===== config.mk =====
export PLATFORM = sky130hd
export DESIGN_NAME = byte_demux2
export DESIGN_NICKNAME = d
export VERILOG_FILES = /design/src/rtl/byte_demux_pkg.sv /design/src/rtl/byte_fifo2.sv /design/src/rtl/byte_demux2.sv
export SDC_FILE = /design/constraint.sdc
export NUM_CORES = 1
export LEC_CHECK = 0
export CAP_MARGIN = 10
export CORE_MARGIN = 4
export CORE_UTILIZATION = 50
export DETAILED_ROUTE_END_ITERATION = 12
export HOLD_SLACK_MARGIN = 0.06
export PLACE_DENSITY = 0.85
export SLEW_MARGIN = 20
export SYNTH_ARGS = -nofsm -noshare
export SYNTH_HDL_FRONTEND = slang
export SYNTH_SLANG_ARGS = --single-unit

===== constraint.sdc =====
create_clock -name clk -period 2.1 [get_ports clk]
set_input_delay 0.315 -clock clk [delete_from_list [all_inputs] [get_ports clk]]
set_output_delay 0.315 -clock clk [all_outputs]
set_load 0.01 [all_outputs]

===== src/rtl/byte_demux_pkg.sv =====
// Shared widths and channel index type for the two-way byte demultiplexer.
package byte_demux_pkg;

    localparam int unsigned DATA_W = 8;
    localparam int unsigned DEPTH  = 2;
    localparam int unsigned CNT_W  = 8;

    typedef enum logic {
        CH0 = 1'b0,
        CH1 = 1'b1
    } chan_e;

endpackage


===== src/rtl/byte_fifo2.sv =====
// DEPTH-entry first-in first-out byte buffer; head entry is presented directly.
module byte_fifo2 #(
    parameter int unsigned DATA_W = byte_demux_pkg::DATA_W,
    parameter int unsigned DEPTH  = byte_demux_pkg::DEPTH
) (
    input  logic              clk,
    input  logic              rst_n,
    input  logic              push,
    input  logic [DATA_W-1:0] wdata,
    input  logic              pop,
    output logic [DATA_W-1:0] rdata,
    output logic              full,
    output logic              empty
);

    localparam int unsigned PTR_W = (DEPTH > 1) ? $clog2(DEPTH) : 1;
    localparam int unsigned OCC_W = $clog2(DEPTH + 1);

    logic [DATA_W-1:0] mem [DEPTH];
    logic [PTR_W-1:0]  rd_ptr;
    logic [PTR_W-1:0]  wr_ptr;
    logic [OCC_W-1:0]  count;
    logic              do_push;
    logic              do_pop;

    function automatic logic [PTR_W-1:0] next_ptr(input logic [PTR_W-1:0] p);
        return (p == PTR_W'(DEPTH - 1)) ? '0 : p + PTR_W'(1);
    endfunction

    assign full    = (count == OCC_W'(DEPTH));
    assign empty   = (count == '0);
    // A pop in the same cycle never frees room for a push into a full buffer.
    assign do_push = push & ~full;
    assign do_pop  = pop & ~empty;
    assign rdata   = mem[rd_ptr];

    always_ff @(posedge clk or negedge rst_n) begin
        if (!rst_n) begin
            for (int i = 0; i < int'(DEPTH); i++) begin
                mem[i] <= '0;
            end
            rd_ptr <= '0;
            wr_ptr <= '0;
            count  <= '0;
        end else begin
            if (do_push) begin
                mem[wr_ptr] <= wdata;
                wr_ptr      <= next_ptr(wr_ptr);
            end
            if (do_pop) begin
                rd_ptr <= next_ptr(rd_ptr);
            end
            case ({do_push, do_pop})
                2'b10:   count <= count + OCC_W'(1);
                2'b01:   count <= count - OCC_W'(1);
                default: count <= count;
            endcase
        end
    end

endmodule


===== src/rtl/byte_demux2.sv =====
// Routes each accepted byte to one of two buffered channels, by select or alternating toggle.
module byte_demux2
    import byte_demux_pkg::*;
#(
    parameter int unsigned DATA_W = byte_demux_pkg::DATA_W,
    parameter int unsigned DEPTH  = byte_demux_pkg::DEPTH
) (
    input  logic              clk,
    input  logic              rst_n,
    input  logic [DATA_W-1:0] in_data,
    input  logic              in_sel,
    input  logic              in_valid,
    output logic              in_ready,
    input  logic              auto_mode,
    output logic [DATA_W-1:0] out0_data,
    output logic              out0_valid,
    input  logic              out0_ready,
    output logic [DATA_W-1:0] out1_data,
    output logic              out1_valid,
    input  logic              out1_ready,
    output logic [CNT_W-1:0]  cnt0,
    output logic [CNT_W-1:0]  cnt1
);

    chan_e dst;
    logic  tgl;
    logic  accept;
    logic  push0;
    logic  push1;
    logic  full0;
    logic  full1;
    logic  empty0;
    logic  empty1;

    assign dst        = auto_mode ? chan_e'(tgl) : chan_e'(in_sel);
    assign in_ready   = (dst == CH0) ? ~full0 : ~full1;
    assign accept     = in_valid & in_ready;
    assign push0      = accept & (dst == CH0);
    assign push1      = accept & (dst == CH1);
    assign out0_valid = ~empty0;
    assign out1_valid = ~empty1;

    byte_fifo2 #(.DATA_W(DATA_W), .DEPTH(DEPTH)) u_fifo0 (
        .clk   (clk),
        .rst_n (rst_n),
        .push  (push0),
        .wdata (in_data),
        .pop   (out0_ready),
        .rdata (out0_data),
        .full  (full0),
        .empty (empty0)
    );

    byte_fifo2 #(.DATA_W(DATA_W), .DEPTH(DEPTH)) u_fifo1 (
        .clk   (clk),
        .rst_n (rst_n),
        .push  (push1),
        .wdata (in_data),
        .pop   (out1_ready),
        .rdata (out1_data),
        .full  (full1),
        .empty (empty1)
    );

    // Toggle advances only on bytes accepted in auto mode; counters track accepts per channel.
    always_ff @(posedge clk or negedge rst_n) begin
        if (!rst_n) begin
            tgl  <= 1'b0;
            cnt0 <= '0;
            cnt1 <= '0;
        end else begin
            if (accept && auto_mode) begin
                tgl <= ~tgl;
            end
            if (push0) begin
                cnt0 <= cnt0 + CNT_W'(1);
            end
            if (push1) begin
                cnt1 <= cnt1 + CNT_W'(1);
            end
        end
    end

endmodule


==> summary.md <==
| Metric | Value |
|---|---|
| Worst EP required | about 1.8 ns |
| Area Growth Syn to Fin | 31.4% |
| Final Util | 0.698 |
| CP Max Fanout | 9 |
| CTS Buffer Depth | 2 |
| Die ar. | 0.00640 sq mm |
| Max Freq | between 0.4 and 0.5 GHz |
| Flop2flop setup slack | between 0.4 and 0.5 ns |
| Start point of the critical path | u_fifo1.rd_ptr |
| RSZ-0062 raised after global routing | false |
| Height of the die | between 80 and 90 microns |
| CORE AREA | 0.00488 sq mm |
| Synth Area in Simple Gates | 0.0936 |
| Iter 0 DRT Violations | 58 |
| Clock skew | 0.00688 ns |
| Most common flop cell mapped by yosys | dfrtp_1 |
| Post-synthesis mux area share | 0.230 |
| Rows | 25 |
| Peak VDD IR | between 0.8 and 0.9 mV |
| Final setup vio count | 0 |
| Post-CTS setup buffers | 0 |
| Yosys cell types | 27 |
| Worst R2R Start | u_fifo1.count[0] |
| Avg WL per Cell | approximately 16 microns |
| Clk sinks | 57 |
| CTS tree | yes |
| Main combinational cell family by area after synthesis | multiplexers |
| DP Wirelength | ~3500 microns |
| Clock-pin slew on the worst setup and hold paths | 0.06 ns |
| Worst Slack Setup Final | ~0.085 ns |
| Crit path cell chain | mux2_2, clkdlybuf4s50_1 |
| Synthesized flop and latch total | 57 |
| Avg Cell Area, Syn | around 14 sq um |
| Status | finished clean |
| Syn_nets | 208 |
| Crit Path Class | reg -> out |
| Max-cap viol count | 0 |
| Number of port buffers | just under 50 |
| First-pass GRT wire length | about 8500 microns |
| Post-synth EDFFs | 0 |
| Yosys top cell area share | 0.550 |
| Root Driver | clkbuf_8 |
| Layout cells sized above 1 | 0.314 |
| Initial Util | 0.531 |
| Final hold vios | 0 |
| Compound-Gate Fraction of Synth Area | 0.00579 |
| Commonest cells post-synth | dfrtp_1 (57), mux2_2 (40), xnor2_1 (16) |
| Setup TNS | 0 ns |
| Dpl cells | a little over 300 |
| Yosys warns | 0 |
| Critical Path End Type | output port |
| Cell family with most CP delay | flip-flops |
| Max-slew violation count | 0 |
| Vias | approximately 1600 |
| Worst path slowest cell | dfrtp_2 |
| Post-synthesis xor/xnor area fraction | 0.0777 |
| P_leak | ~1.5 nW |
| Tightest Pin Transition | ~0.30 ns |
| H-tree Lvls | 3 |
| Count leader, synth | dfrtp_1 |
| Remaining global-route overflow | 0 |
| Initial antenna violation count | 0 |
| Final period utilization | 0.960 |
| Routed Antenna Nets | 0 |
| Drt total wl | about 5000 microns |
| Async SR Flop Fraction | 1.00 |
| Pin count of the biggest net entering global routing | 58 |
| Gp weighted congestion | 0.805 |
| All-Layer GR Usage | 0.178 |
| Final Non-Filler Cells | 322 |
| Hold Crit Class | in -> reg |
| Die X | 80.0 microns |
| Hold_ws | roughly 0.45 ns |
| Synth Area in Adders | 0.0193 |
| Startpoint Class | flip-flop |
| Power Density | ~1600 mW/mm^2 |
| Place WS | -0.0545 ns |
| Crit path time final | between 2 and 2.5 ns |
| Hold Path Origin | auto_mode |
| Top cells by area, synth | dfrtp_1 (55%), mux2_2 (17%), xnor2_1 (5.4%) |
| Crit path DAT | ~1.7 ns |
| Seq/Total Area, Yosys | 0.550 |
| Critical path buffers and inverters | 1 |
| Cell Area, Synth | approximately 0.0026 sq mm |
| Cell count after synthesis | about 190 |
| Via density | around 5.1 |
| Worst slew margin | 0.801 |
| Largest area contributor in the netlist | dfrtp_1 |
| Final #Nets | around 270 |
| Crit-path max cell delay | 0.51 ns |
| Vias in the first global route | 1800 |
| Drt drc | 0 |
| Clk Latency, worst-skew pair | about 0.32 ns |
| IO Pins | 50 |
| # diodes | 0 |
| Num CTS Buffers | 9 |
| DRT Pass-1 Iters | 4 |
## worst paths after layout
check,end,depth (start not counted)
min,tgl,2
min in group asynchronous,u_fifo1.mem[11],3
min reg2reg,cnt1[7],1
max in group asynchronous,u_fifo1.rd_ptr,3
max reg2reg,u_fifo1.count[1],5
max,out1_data[7],2
## layout by cell type (no fill, tap or decap), drive strengths merged, types with 6 or more instances in the layout
master / count
nand2: 13
mux2: 49
buf: 8
xor2: 7
xnor2: 16
clkbuf: 14
clkdlybuf4s50: 47
nor2: 6
dfrtp: 57
## power by group
group,total [W],leakage (nW),internal [W],switching (W)
Clock,0.00105,0.107,0.000644,0.000405
Sequential,0.00204,0.693,0.00161,0.000436
Combinational,0.00232,0.677,0.00148,0.000839
Total,0.00541,1.48,0.00373,0.00168
## per-layer routing
| metal | track usage | routed length, microns | share of wire | vias up |
|---|---|---|---|---|
| li1 | - | - | - | 771 |
| met1 | 0.218 | 2250 | 0.45 | 819 |
| met2 | 0.288 | 2500 | 0.50 | 34 |
| met3 | 0.0485 | 204 | 0.040 | 7 |
| met4 | 0.0861 | 88 | 0.017 | 0 |
| met5 | 0 | 0 | 0 | - |
## cell type report
| cell class | instances | area (sq um) |
|---|---|---|
| fillers | 352 | 1470 |
| flip-flops and latches | 57 | 1430 |
| multi-input cells | 123 | 1100 |
| repair buffers | 57 | 572 |
| clock buffers | 14 | 173 |
| well taps | 67 | 83.8 |
| clock inverters | 2 | 35.0 |
| inverters | 2 | 10.0 |
## repair_timing
item / 4_1_cts / 5_1_grt
setup endpoints to repair: 17 / 0
hold buffers: 1 / 0
gates resized for setup: 3 / 0
hold endpoints to repair: 57 / 0
## flip-flops by register name (all words and copies together), names as in the netlist
signal,cells
u_fifo1.rd_ptr,1
cnt0,8
cnt1,8
u_fifo0.rd_ptr,1
u_fifo0.wr_ptr,1
u_fifo1.wr_ptr,1
u_fifo0.count,2
u_fifo1.count,2
u_fifo1.mem,16
u_fifo0.mem,16
tgl,1
## stage by stage
stage	cell area (sq um)	total power [W]
2_1_floorplan	2590	0.00332
3_3_place_gp	3190	0.00428
3_5_place_dp	3190	0.00438
4_1_cts	3410	0.00548
5_1_grt	3410	0.00575
6_report	3410	0.00541
## cell families after synthesis
family | count (synthesis)
xor+xnor | 23
compound gates | 2
fa+ha+maj | 4
mux | 50
flops | 57
buf+inv | 9
simple gates | 44
Note: power is estimated with default switching activity, not from simulation.
